`config.mk`:
```
export PLATFORM = sky130hd
export DESIGN_NAME = boot_load_arbiter_flat
export DESIGN_NICKNAME = d
export VERILOG_FILES = /design/src/rtl/boot_load_arbiter_pkg.sv /design/src/rtl/boot_load_arbiter_if.sv /design/src/rtl/boot_load_arbiter_id_fifo.sv /design/src/rtl/boot_load_arbiter.sv /design/src/flat_wrapper.sv
export SDC_FILE = /design/constraint.sdc
export NUM_CORES = 1
export LEC_CHECK = 0
export CAP_MARGIN = 20
export CORE_AREA = 2 2 148 150
export CTS_BUF_LIST = sky130_fd_sc_hd__clkbuf_8
export DETAILED_ROUTE_END_ITERATION = 10
export DIE_AREA = 0 0 150 152
export GPL_TIMING_DRIVEN = 0
export PLACE_DENSITY = 0.58
export SYNTH_ARGS = -nofsm -noshare
export SYNTH_HDL_FRONTEND = slang
export SYNTH_SLANG_ARGS = --single-unit
```
`constraint.sdc`:
```
create_clock -name clk -period 2 [get_ports clk]
set_clock_uncertainty 0.2 [all_clocks]
set_input_delay 0.3 -clock clk [delete_from_list [all_inputs] [get_ports clk]]
set_output_delay 0.3 -clock clk [all_outputs]
set_load 0.01 [all_outputs]
```
`src/rtl/boot_load_arbiter_pkg.sv`:
```
// Shared types and widths for the boot-time loader arbiter.
package boot_load_pkg;

  localparam int BOOT_ADDR_W = 32;
  localparam int BE_W        = 4;
  localparam int DATA_W      = 32;

  typedef enum logic [1:0] {
    WAIT  = 2'd0,
    LOAD  = 2'd1,
    DRAIN = 2'd2,
    RUN   = 2'd3
  } boot_state_e;

  typedef enum logic {
    SPI = 1'b0,
    DBG = 1'b1
  } req_id_e;

endpackage

```
`src/rtl/boot_load_arbiter_if.sv`:
```
// One req/gnt/rvalid memory port, used for both loaders and the shared memory.
interface boot_mem_if;
  import boot_load_pkg::*;

  // Handshake: the master raises req with addr/we/be/wdata and holds them stable
  // until it sees gnt high in the same cycle (that cycle is the transfer). Every
  // accepted request, read or write, returns exactly one rvalid later, in issue order.
  logic                   req;
  logic                   gnt;
  logic [BOOT_ADDR_W-1:0] addr;
  logic                   we;
  logic [BE_W-1:0]        be;
  logic [DATA_W-1:0]      wdata;
  logic                   rvalid;
  logic [DATA_W-1:0]      rdata;

  modport master (output req, addr, we, be, wdata, input gnt, rvalid, rdata);
  modport slave  (input req, addr, we, be, wdata, output gnt, rvalid, rdata);

endinterface

```
`src/rtl/boot_load_arbiter_id_fifo.sv`:
```
// Small FIFO of requester IDs, one entry per accepted-but-unanswered transaction.
module boot_id_fifo #(
  parameter int DEPTH = 2,
  parameter int CW    = $clog2(DEPTH + 1)
) (
  input  logic          clk,
  input  logic          rst_n,
  input  logic          i_push,
  input  logic          i_pop,
  input  logic          i_id,
  output logic          o_head,
  output logic          o_empty,
  output logic          o_full,
  output logic [CW-1:0] o_count
);

  localparam int PW = (DEPTH > 1) ? $clog2(DEPTH) : 1;

  logic          r_mem [DEPTH];
  logic [PW-1:0] r_rd_ptr;
  logic [PW-1:0] r_wr_ptr;
  logic [CW-1:0] r_count;
  logic          w_push;
  logic          w_pop;

  function automatic logic [PW-1:0] ptr_inc(input logic [PW-1:0] p);
    return (p == PW'(DEPTH - 1)) ? '0 : p + 1'b1;
  endfunction

  // A pop on an empty FIFO is dropped; a push while full only lands if a pop frees a slot.
  assign w_pop  = i_pop & ~o_empty;
  assign w_push = i_push & (~o_full | w_pop);

  always_ff @(posedge clk) begin
    if (!rst_n) begin
      r_rd_ptr <= '0;
      r_wr_ptr <= '0;
      r_count  <= '0;
    end else begin
      if (w_push) r_wr_ptr <= ptr_inc(r_wr_ptr);
      if (w_pop)  r_rd_ptr <= ptr_inc(r_rd_ptr);
      if (w_push & ~w_pop)      r_count <= r_count + 1'b1;
      else if (~w_push & w_pop) r_count <= r_count - 1'b1;
    end
  end

  always_ff @(posedge clk) begin
    if (w_push) r_mem[r_wr_ptr] <= i_id;
  end

  assign o_head  = r_mem[r_rd_ptr];
  assign o_empty = (r_count == '0);
  assign o_full  = (r_count == CW'(DEPTH));
  assign o_count = r_count;

endmodule

```
`src/rtl/boot_load_arbiter.sv`:
```
// Boot controller: round-robin SPI/debug loaders onto the shared memory port,
// route responses back, hold the boot address and release fetch_enable once drained.
module boot_load_arbiter
  import boot_load_pkg::*;
#(
  parameter int                     RESET_WAIT    = 16,
  parameter int                     MAX_OUTST     = 2,
  parameter logic [BOOT_ADDR_W-1:0] BOOT_ADDR_RST = 32'h0000_0000
) (
  input  logic                   clk,
  input  logic                   rst_n,
  input  logic                   fetch_enable_i,
  input  logic                   boot_addr_we_i,
  input  logic [BOOT_ADDR_W-1:0] boot_addr_i,
  boot_mem_if.slave              spi_if,
  boot_mem_if.slave              dbg_if,
  boot_mem_if.master             mem_if,
  output logic                   fetch_enable_o,
  output logic [BOOT_ADDR_W-1:0] boot_addr_o,
  output logic [1:0]             state_o,
  output logic                   busy_o
);

  localparam logic [1:0] ST_WAIT  = WAIT;
  localparam logic [1:0] ST_LOAD  = LOAD;
  localparam logic [1:0] ST_DRAIN = DRAIN;
  localparam logic [1:0] ST_RUN   = RUN;
  localparam int         WCW      = $clog2(RESET_WAIT + 1);
  localparam int         CW       = $clog2(MAX_OUTST + 1);

  logic [1:0]             r_state;
  logic [1:0]             w_state_next;
  logic [WCW-1:0]         r_wait_cnt;
  logic                   r_fetch_en;
  logic [BOOT_ADDR_W-1:0] r_boot_addr;
  req_id_e                r_rr;
  req_id_e                r_sel;
  req_id_e                w_sel;
  logic                   r_pending;
  logic                   w_arb_on;
  logic                   w_elig;
  logic                   w_req;
  logic                   w_grant;
  logic                   w_pop;
  logic                   w_drained;
  logic                   w_fifo_head;
  logic                   w_fifo_empty;
  logic                   w_fifo_full;
  logic [CW-1:0]          w_outst;

  // A full window still accepts a request in the cycle a response frees a slot.
  assign w_arb_on = (r_state == ST_LOAD) | (r_state == ST_RUN);
  assign w_elig   = w_arb_on & (~w_fifo_full | mem_if.rvalid);
  assign w_req    = w_elig & (r_pending | spi_if.req | dbg_if.req);
  assign w_grant  = w_req & mem_if.gnt;
  assign w_pop    = mem_if.rvalid & ~w_fifo_empty;

  // r_pending pins the selection while a presented request waits for gnt.
  always_comb begin
    w_sel = SPI;
    if (r_pending)                    w_sel = r_sel;
    else if (spi_if.req & dbg_if.req) w_sel = r_rr;
    else if (dbg_if.req)              w_sel = DBG;
  end

  assign mem_if.req   = w_req;
  assign mem_if.addr  = (w_sel == DBG) ? dbg_if.addr  : spi_if.addr;
  assign mem_if.we    = (w_sel == DBG) ? dbg_if.we    : spi_if.we;
  assign mem_if.be    = (w_sel == DBG) ? dbg_if.be    : spi_if.be;
  assign mem_if.wdata = (w_sel == DBG) ? dbg_if.wdata : spi_if.wdata;

  assign spi_if.gnt    = w_grant & (w_sel == SPI);
  assign dbg_if.gnt    = w_grant & (w_sel == DBG);
  assign spi_if.rvalid = w_pop & (w_fifo_head == SPI);
  assign dbg_if.rvalid = w_pop & (w_fifo_head == DBG);
  assign spi_if.rdata  = mem_if.rdata;
  assign dbg_if.rdata  = mem_if.rdata;

  boot_id_fifo #(
    .DEPTH (MAX_OUTST),
    .CW    (CW)
  ) u_id_fifo (
    .clk     (clk),
    .rst_n   (rst_n),
    .i_push  (w_grant),
    .i_pop   (mem_if.rvalid),
    .i_id    (w_sel),
    .o_head  (w_fifo_head),
    .o_empty (w_fifo_empty),
    .o_full  (w_fifo_full),
    .o_count (w_outst)
  );

  // Drained means nothing is left after this cycle's response is consumed.
  assign w_drained = (w_outst == '0) | ((w_outst == CW'(1)) & w_pop);

  always_comb begin
    w_state_next = r_state;
    case (r_state)
      ST_WAIT:  if (r_wait_cnt == WCW'(RESET_WAIT - 1)) w_state_next = ST_LOAD;
      ST_LOAD:  if (fetch_enable_i) w_state_next = ST_DRAIN;
      ST_DRAIN: begin
        if (!fetch_enable_i) w_state_next = ST_LOAD;
        else if (w_drained)  w_state_next = ST_RUN;
      end
      default:  w_state_next = ST_RUN;
    endcase
  end

  always_ff @(posedge clk) begin
    if (!rst_n) begin
      r_state     <= ST_WAIT;
      r_wait_cnt  <= '0;
      r_fetch_en  <= 1'b0;
      r_boot_addr <= BOOT_ADDR_RST;
      r_rr        <= SPI;
      r_sel       <= SPI;
      r_pending   <= 1'b0;
    end else begin
      r_state    <= w_state_next;
      r_fetch_en <= (r_state == ST_RUN);
      r_pending  <= w_req & ~mem_if.gnt;
      if (r_state == ST_WAIT) r_wait_cnt <= r_wait_cnt + 1'b1;
      if (boot_addr_we_i && (r_state != ST_RUN)) r_boot_addr <= boot_addr_i;
      if (w_req) r_sel <= w_sel;
      if (w_grant) r_rr <= (w_sel == SPI) ? DBG : SPI;
    end
  end

  assign fetch_enable_o = r_fetch_en;
  assign boot_addr_o    = r_boot_addr;
  assign state_o        = r_state;
  assign busy_o         = ~w_fifo_empty;

endmodule
```
`src/flat_wrapper.sv`:
```
// flat-port wrapper written by rule: the top's interface ports become plain ports
module boot_load_arbiter_flat import boot_load_pkg::*;
#(
  parameter int                     RESET_WAIT    = 16,
  parameter int                     MAX_OUTST     = 2,
  parameter logic [BOOT_ADDR_W-1:0] BOOT_ADDR_RST = 32'h0000_0000
)
  (clk, rst_n, fetch_enable_i, boot_addr_we_i, boot_addr_i, fetch_enable_o, boot_addr_o, state_o, busy_o, spi_if_req, spi_if_addr, spi_if_we, spi_if_be, spi_if_wdata, spi_if_gnt, spi_if_rvalid, spi_if_rdata, dbg_if_req, dbg_if_addr, dbg_if_we, dbg_if_be, dbg_if_wdata, dbg_if_gnt, dbg_if_rvalid, dbg_if_rdata, mem_if_req, mem_if_addr, mem_if_we, mem_if_be, mem_if_wdata, mem_if_gnt, mem_if_rvalid, mem_if_rdata);
  boot_mem_if spi_if_i ();
  boot_mem_if dbg_if_i ();
  boot_mem_if mem_if_i ();
  input  logic clk;
  input  logic rst_n;
  input  logic fetch_enable_i;
  input  logic boot_addr_we_i;
  input  logic [BOOT_ADDR_W-1:0] boot_addr_i;
  output logic fetch_enable_o;
  output logic [BOOT_ADDR_W-1:0] boot_addr_o;
  output logic [1:0] state_o;
  output logic busy_o;
  input wire logic [$bits(spi_if_i.req)-1:0] spi_if_req;
  input wire logic [$bits(spi_if_i.addr)-1:0] spi_if_addr;
  input wire logic [$bits(spi_if_i.we)-1:0] spi_if_we;
  input wire logic [$bits(spi_if_i.be)-1:0] spi_if_be;
  input wire logic [$bits(spi_if_i.wdata)-1:0] spi_if_wdata;
  output wire logic [$bits(spi_if_i.gnt)-1:0] spi_if_gnt;
  output wire logic [$bits(spi_if_i.rvalid)-1:0] spi_if_rvalid;
  output wire logic [$bits(spi_if_i.rdata)-1:0] spi_if_rdata;
  input wire logic [$bits(dbg_if_i.req)-1:0] dbg_if_req;
  input wire logic [$bits(dbg_if_i.addr)-1:0] dbg_if_addr;
  input wire logic [$bits(dbg_if_i.we)-1:0] dbg_if_we;
  input wire logic [$bits(dbg_if_i.be)-1:0] dbg_if_be;
  input wire logic [$bits(dbg_if_i.wdata)-1:0] dbg_if_wdata;
  output wire logic [$bits(dbg_if_i.gnt)-1:0] dbg_if_gnt;
  output wire logic [$bits(dbg_if_i.rvalid)-1:0] dbg_if_rvalid;
  output wire logic [$bits(dbg_if_i.rdata)-1:0] dbg_if_rdata;
  output wire logic [$bits(mem_if_i.req)-1:0] mem_if_req;
  output wire logic [$bits(mem_if_i.addr)-1:0] mem_if_addr;
  output wire logic [$bits(mem_if_i.we)-1:0] mem_if_we;
  output wire logic [$bits(mem_if_i.be)-1:0] mem_if_be;
  output wire logic [$bits(mem_if_i.wdata)-1:0] mem_if_wdata;
  input wire logic [$bits(mem_if_i.gnt)-1:0] mem_if_gnt;
  input wire logic [$bits(mem_if_i.rvalid)-1:0] mem_if_rvalid;
  input wire logic [$bits(mem_if_i.rdata)-1:0] mem_if_rdata;
  assign spi_if_i.req = spi_if_req;
  assign spi_if_i.addr = spi_if_addr;
  assign spi_if_i.we = spi_if_we;
  assign spi_if_i.be = spi_if_be;
  assign spi_if_i.wdata = spi_if_wdata;
  assign spi_if_gnt = spi_if_i.gnt;
  assign spi_if_rvalid = spi_if_i.rvalid;
  assign spi_if_rdata = spi_if_i.rdata;
  assign dbg_if_i.req = dbg_if_req;
  assign dbg_if_i.addr = dbg_if_addr;
  assign dbg_if_i.we = dbg_if_we;
  assign dbg_if_i.be = dbg_if_be;
  assign dbg_if_i.wdata = dbg_if_wdata;
  assign dbg_if_gnt = dbg_if_i.gnt;
  assign dbg_if_rvalid = dbg_if_i.rvalid;
  assign dbg_if_rdata = dbg_if_i.rdata;
  assign mem_if_req = mem_if_i.req;
  assign mem_if_addr = mem_if_i.addr;
  assign mem_if_we = mem_if_i.we;
  assign mem_if_be = mem_if_i.be;
  assign mem_if_wdata = mem_if_i.wdata;
  assign mem_if_i.gnt = mem_if_gnt;
  assign mem_if_i.rvalid = mem_if_rvalid;
  assign mem_if_i.rdata = mem_if_rdata;
  boot_load_arbiter #(.RESET_WAIT(RESET_WAIT), .MAX_OUTST(MAX_OUTST), .BOOT_ADDR_RST(BOOT_ADDR_RST)) u_core (.clk(clk), .rst_n(rst_n), .fetch_enable_i(fetch_enable_i), .boot_addr_we_i(boot_addr_we_i), .boot_addr_i(boot_addr_i), .spi_if(spi_if_i), .dbg_if(dbg_if_i), .mem_if(mem_if_i), .fetch_enable_o(fetch_enable_o), .boot_addr_o(boot_addr_o), .state_o(state_o), .busy_o(busy_o));
endmodule
```
=== Word level (Yosys, flattened, before mapping) ===
Memories as Yosys holds them, arrays and structs flattened. A register that Yosys moved wholly into a read port is not among the register bits.
Cells that the tools add are included.

* Register bits: 47
* Memory bits (writable): 2
* Input bits: 210
* Output and inout bits: 174
* Logic and storage cells: 79
* Memories kept: 1

* $add $sub $neg: 5
* Equality and inequality tests: 10
* Muxes and demuxes: 21
* Bitwise operators: 27
* Reductions and logical operators: 5

{| class="wikitable"
|+ Memories
! memory !! depth !! bits a word !! read ports !! clocked after Yosys merged registers in !! write ports !! line !! RTL
|-
| u_core.u_id_fifo.r_mem || 2 || 1 || 1 || 1 || 1 || boot_load_arbiter_id_fifo.sv:19 || <nowiki>logic r_mem [DEPTH];</nowiki>
|}

{| class="wikitable"
|+ Operators with widths
! kind !! number
|-
| $mux W32 || 2
|-
| $and A1 B1 Y1 || 14
|-
| $mux W2 || 6
|-
| $mux W1 || 11
|-
| $not A1 Y1 || 7
|-
| $eq A2 B2 Y1 const B || 3
|-
| $or A1 B1 Y1 || 6
|-
| $pmux W2 S3 || 1
|-
| $add A5 B1 Y5 const B || 1
|-
| $eq A5 B4 Y1 const B || 1
|-
| $eq A2 B1 Y1 const B || 2
|-
| $logic_not A2 Y1 || 2
|-
| $mux W4 || 1
|-
| $ne A2 B2 Y1 const B || 2
|-
| $ne A3 B2 Y1 const B || 1
|-
| $reduce_and A3 Y1 || 1
|-
| $add A1 B1 Y1 const B || 2
|-
| $add A2 B1 Y2 const B || 1
|-
| $ne A2 B1 Y1 const B || 1
|-
| $reduce_bool A2 Y1 || 1
|-
| $sub A2 B1 Y2 const B || 1
|-
| $logic_and A1 B1 Y1 || 1
|}

=== Depth between registers and ports, before layout ===
Gate-level depths: netlist of run 1.

* Word-level depth: 11
* Gate-level depth with buffers: 8
* Depth with buffers taken out: 8

=== By module ===
A second synthesis of run 1 with hierarchy kept.

* Cells, all modules: 372
* Area, all modules: 3649.8 µm²

{| class="wikitable"
|+ Modules (own cells, without submodules)
! module !! instances !! cells an instance !! area an instance (µm²) !! seq. area each (µm²)
|-
| boot_load_arbiter || 1 || 344 || 3339.5 || 860.8
|-
| boot_id_fifo || 1 || 28 || 310.3 || 160.2
|}

=== Least setup slack after synthesis of run 1 ===
OpenSTA, ideal clock, no wires.

* Path kind: register to register
* Start point: register u_core.u_id_fifo.r_count[0] (netlist: u_core.u_id_fifo.o_count[0])
* End point: register u_core.u_id_fifo.r_count[1] (netlist: u_core.u_id_fifo.o_count[1])
* Library setup time: 0.115 ns
* Arrival time: 1.587 ns
* Data required time: 1.685 ns
* Slack: 0.098 ns
* Stages on the path, launching flop included: 9
* Buffers on the path: 0
* Clock period less this slack: 1.902 ns
* Cell sequence: dfxtp_1 > inv_1 > ha_1 > nor2b_1 > o2111a_1 > ha_1 > nand2_1 > o21ai_0 > and2_1

* Longest elaborated chain between the ends: 10
* Elaborated cells between the ends (all ways): 20
* Classes of those cells: add/sub: 2; eq/ne: 1; mux: 2; bitwise: 13; reduce/logical: 2

{| class="wikitable"
|+ Ends and longest elaborated chain
! item !! line !! RTL
|-
| start: declaration || boot_load_arbiter_id_fifo.sv:22 || <nowiki>logic [CW-1:0] r_count;</nowiki>
|-
| start signal: assignment || boot_load_arbiter_id_fifo.sv:42 || <nowiki>if (w_push & ~w_pop) r_count <= r_count + 1'b1;</nowiki>
|-
| start signal: assignment || boot_load_arbiter_id_fifo.sv:43 || <nowiki>else if (~w_push & w_pop) r_count <= r_count - 1'b1;</nowiki>
|-
| $eq A2 B2 Y1 || boot_load_arbiter_id_fifo.sv:53 || <nowiki>assign o_full = (r_count == CW'(DEPTH));</nowiki>
|-
| $not A1 Y1 || boot_load_arbiter_id_fifo.sv:32, boot_load_arbiter.sv:53 ||
|-
| $or A1 B1 Y1 || boot_load_arbiter.sv:53 || <nowiki>assign w_elig = w_arb_on & (~w_fifo_full | mem_if.rvalid);</nowiki>
|-
| $and A1 B1 Y1 || boot_load_arbiter.sv:53 ||
|-
| $and A1 B1 Y1 || boot_load_arbiter.sv:54 || <nowiki>assign w_req = w_elig & (r_pending | spi_if.req | dbg_if.req);</nowiki>
|-
| $and A1 B1 Y1 || boot_load_arbiter.sv:55 || <nowiki>assign w_grant = w_req & mem_if.gnt;</nowiki>
|-
| $and A1 B1 Y1 || boot_load_arbiter_id_fifo.sv:32 || <nowiki>assign w_push = i_push & (~o_full | w_pop);</nowiki>
|-
| $not A1 Y1 || boot_load_arbiter_id_fifo.sv:43 ||
|-
| $and A1 B1 Y1 || boot_load_arbiter_id_fifo.sv:43 ||
|-
| $reduce_bool A2 Y1 (no line) || -- ||
|}

Parallel ways exist; a longest one is shown, timed or not. The select of a mux whose other input is x is not followed.
A chain may end at the register's enable or synchronous reset.

=== Worst setup path in the final report of run 1 ===
* Start point: register u_core.r_pending
* End point: output mem_if_addr[16]

* Longest elaborated chain between the ends: 2

{| class="wikitable"
|+ Ends and longest elaborated chain
! item !! line !! RTL
|-
| start: declaration || boot_load_arbiter.sv:39 || <nowiki>logic r_pending;</nowiki>
|-
| start signal: assignment || boot_load_arbiter.sv:122 || <nowiki>r_pending <= w_req & ~mem_if.gnt;</nowiki>
|-
| $mux W1 || boot_load_arbiter.sv:61 || <nowiki>if (r_pending) w_sel = r_sel;</nowiki>
|-
| $mux W32 || boot_load_arbiter.sv:67 || <nowiki>assign mem_if.addr = (w_sel == DBG) ? dbg_if.addr : spi_if.addr;</nowiki>
|-
| end: declaration || flat_wrapper.sv:38 || <nowiki>output wire logic [$bits(mem_if_i.addr)-1:0] mem_if_addr;</nowiki>
|}

No other way between the ends.

==> flow_metrics.env, run 1 <==
export IMPL_synth_cells=372
export IMPL_drt_pass1_iterations=4
export IMPL_grt_overflow_total=0
export IMPL_clkLatencyLatePin_ns=0.31
export IMPL_grt_max_degree=16
export IMPL_synthFlopType="dfxtp_1"
export IMPL_path_buf_inv=5
export IMPL_wire_per_inst_um=17.0
export IMPL_root_buffer="clkbuf_8"
export IMPL_drc=0
export IMPL_finalCritPeriodShare_pct=120
export IMPL_drtAntennaViolNets=0
export IMPL_seq_area_um2=1020
export IMPL_cts_tree="built"
export IMPL_ys_top_cells_by_area="dfxtp_1, mux2_2, buf_4"
export IMPL_grt_pass1_vias=3960
export IMPL_slew_headroom_pct=68.1
export IMPL_r2r_cells=9
export IMPL_hold_slack_ns=0.176
export IMPL_synth_edff_count=2
export IMPL_r2r_setup_slack_ns=0.13
export IMPL_setup_viol=71
export IMPL_cp_slowest_cell="dfxtp_2"
export IMPL_synthArstFlopShare_pct=0
export IMPL_drt_total_wl_um=18000
export IMPL_initial_core_util_pct=15.8
export IMPL_layout_min_cycle_time_ns=2.40
export IMPL_ys_seq_area_share_pct=30.2
export IMPL_syn_num_nets=588
export IMPL_cp_end_kind="output port"
export IMPL_max_stage_delay_ns=0.33
export IMPL_setup_slack_ns=-0.399
export IMPL_critical_path_class="reg -> out"
export IMPL_h_tree_depth=2
export IMPL_die_w_um=150
export IMPL_grt_use_total_pct=14.7
export IMPL_area_growth_pct=148
export IMPL_cap_viol_max_count=0
export IMPL_num_vias=3983
export IMPL_critPathTopFamily="buffers and inverters"
export IMPL_avgSynthCellArea_um2=9.09
export IMPL_final_hold_viol_count=0
export IMPL_clock_path_buffers=2
export IMPL_crit_chain="nand2b_4 > o21ai_4 > buf_12 > buf_12 > buf_16 > buf_6 > mux2_4 > buf_6"
export IMPL_post_place_cells=1002
export IMPL_leakagePower_nw=3.60
export IMPL_placed_area_um2=7240
export IMPL_gp_congestion=0.770
export IMPL_path_depth=8
export IMPL_required_ns=1.50
export IMPL_fmax_mhz=417
export IMPL_coreArea_um2=21400
export IMPL_synth_distinct_cells=32
export IMPL_drive_above_1_share_pct=37.2
export IMPL_violations="setup timing"
export IMPL_fin_area_um2=8380
export IMPL_tightest_slew_ns=0.479
export IMPL_stdcell_count=1058
export IMPL_cts_sinks=50
export IMPL_fillCellCount=2159
export IMPL_yosysTopAreaCellShare_pct=28.4
export IMPL_irDropWorstVdd_v=0.000390
export IMPL_core_rowCount=54
export IMPL_rsz0062_at_grt="yes"
export IMPL_antenna_found_initial=9
export IMPL_synth_top_area_cell="dfxtp_1"
export IMPL_drv_slew=0
export IMPL_hold_depth=2
export IMPL_synth_seq_cells=50
export IMPL_power_density_nw_per_um2=429
export IMPL_hp_class="in -> reg"
export IMPL_die_y_um=152
export IMPL_nets=986
export IMPL_vias_per_cell=3.76
export IMPL_io_pins=384
export IMPL_cp_start_kind="flop"
export IMPL_cts_made_buffers=5
export IMPL_grt_pass1_wl_um=25100
export IMPL_syn_area_um2=3380
export IMPL_fin_util_pct=39.2
export IMPL_place_hpwl_um=14800
export IMPL_multi_input_area_um2=2060
export IMPL_clkTransAtPathRegs_ns=0.10
export IMPL_drtIter0Drc=120
export IMPL_io_buffers=350
export IMPL_yosysWarnings=0
export IMPL_worstPathMaxFanout=6
export IMPL_arrival_ns=1.90
export IMPL_status="finished with violations"
export IMPL_die_area_um2=22800
[kinds of logic after synthesis]
kind of cell	count (synthesis)	share of synthesized area (%)
and+or+nand+nor	104	13.6
buffers and inverters	90	18.7
muxes	71	23.6
DFF	50	30.2
AOI/OAI and AO/OA	45	10.2
xor gates and xnor gates	6	1.55
adders and majority gates	6	2.22
[path summary, 6_finish.rpt]
path                                            startpoint                                  endpoint
setup / recovery               u_core.r_pending$_SDFF_PN0_                           mem_if_addr[16]
hold / removal                                       rst_n         u_core.r_wait_cnt[4]$_SDFFE_PN0N_
setup reg to reg  u_core.u_id_fifo.o_count[1]$_SDFFE_PN0P_  u_core.u_id_fifo.o_count[1]$_SDFFE_PN0P_
hold reg to reg        u_core.boot_addr_o[10]$_SDFFE_PN0P_       u_core.boot_addr_o[10]$_SDFFE_PN0P_
[sequential cells by signal, indices dropped and copies added, names as in the netlist, named ones only]
name	cells
u_core.r_rr	1
u_core.u_id_fifo.r_mem	2
u_core.state_o	2
u_core.fetch_enable_o	1
u_core.r_pending	1
u_core.u_id_fifo.r_wr_ptr	1
u_core.u_id_fifo.r_rd_ptr	1
u_core.r_sel	1
u_core.boot_addr_o	32
u_core.u_id_fifo.o_count	2
u_core.r_wait_cnt	5
[stage by stage]
step | power, mW | worst slack, ns | TNS, ns
6_report | 3.60 | -0.399 | -19.45
5_1_grt | 3.76 | -0.480 | -24.53
4_1_cts | 3.62 | -0.460 | -25.95
3_5_place_dp | 2.45 | -1.11 | -71.25
3_3_place_gp | 2.45 | -1.11 | -71.91
2_1_floorplan | 1.60 | 0.0983 | 0
[final cells by class]
type                            instances  share of cell area (%)
Buffer                                 81                    7.33
Antenna cell                            7                   0.209
Tap cell                              280                    4.18
Multi-Input combinational cell        232                    24.6
Clock inverter                          2                   0.717
Clock buffer                            6                   0.986
Timing Repair Buffer                  394                    49.5
Inverter                                6                   0.269
Sequential cell                        50                    12.2
[power by group]
group	total, mW	leakage (nW)	internal, mW	switching, mW
sequential	1.08	0.413	1.05	0.0266
clock	0.891	0.0715	0.534	0.358
combinational	1.63	3.11	1.11	0.520
total	3.60	3.60	2.69	0.904
[timing repair]
action                     in CTS  in global routing
pin swaps                       2                  3
gates cloned                    6                  1
setup endpoints to repair      78                 79
hold endpoints to repair        0                  0
setup buffers                  38                  7
hold buffers                    0                  0
gates resized for setup       480                 32
[cells in the mapped netlist (all sizes together), types with 4 or more instances]
cell type	count
nor2	4
nand2	73
o21ai	5
nor2b	6
mux2	69
dfxtp	48
inv	6
ha	6
clkbuf	5
and2	12
a21boi	34
buf	79
[placed cells by master, fill, tap and decap left out, types with 2 or more instances in the layout]
master / Yosys / final
buf_2: 4 / 6
nor2_1: 4 / 2
dlygate4sd2_1: 0 / 3
nor2b_1: 5 / 3
bufinv_16: 0 / 2
o21ai_0: 4 / 4
dfxtp_1: 48 / 45
nor2b_4: 0 / 2
buf_8: 0 / 2
o21a_1: 3 / 3
xor2_1: 3 / 3
ha_1: 6 / 4
mux2_4: 0 / 69
a21boi_1: 3 / 3
inv_2: 0 / 3
buf_6: 5 / 90
ha_4: 0 / 2
buf_1: 3 / 2
dfxtp_2: 0 / 3
clkdlybuf4s50_1: 0 / 273
clkbuf_1: 5 / 5
buf_12: 0 / 11
edfxtp_1: 2 / 2
buf_16: 0 / 2
xnor2_1: 3 / 3
clkbuf_8: 0 / 6
diode_2: 0 / 7
mux2i_1: 2 / 2
nand2_1: 73 / 72
buf_4: 67 / 78
a21boi_0: 31 / 31
and3_1: 3 / 2
inv_1: 6 / 3
and2_1: 12 / 12
[layer usage]
metal | vias up | wire, um | global-route usage (%)
met5 | - | 0 | 0
met4 | 0 | 236 | 3.46
met3 | 11 | 1610 | 4.50
met2 | 161 | 9000 | 25.6
met1 | 1835 | 7140 | 17.5
li1 | 1976 | - | -
Power figures use the tool's default switching activity.
==> run 2, diff against run 1 <==
--- a/config.mk
+++ b/config.mk
@@ -8,6 +8,7 @@
 export CAP_MARGIN = 20
 export CORE_AREA = 2 2 148 150
 export CTS_BUF_LIST = sky130_fd_sc_hd__clkbuf_8
+export CTS_CLUSTER_DIAMETER = 150
 export DETAILED_ROUTE_END_ITERATION = 10
 export DIE_AREA = 0 0 150 152
 export GPL_TIMING_DRIVEN = 0
==> results of run 2 <==
The final DEF is identical to that of run 1; final timing and power are the same.
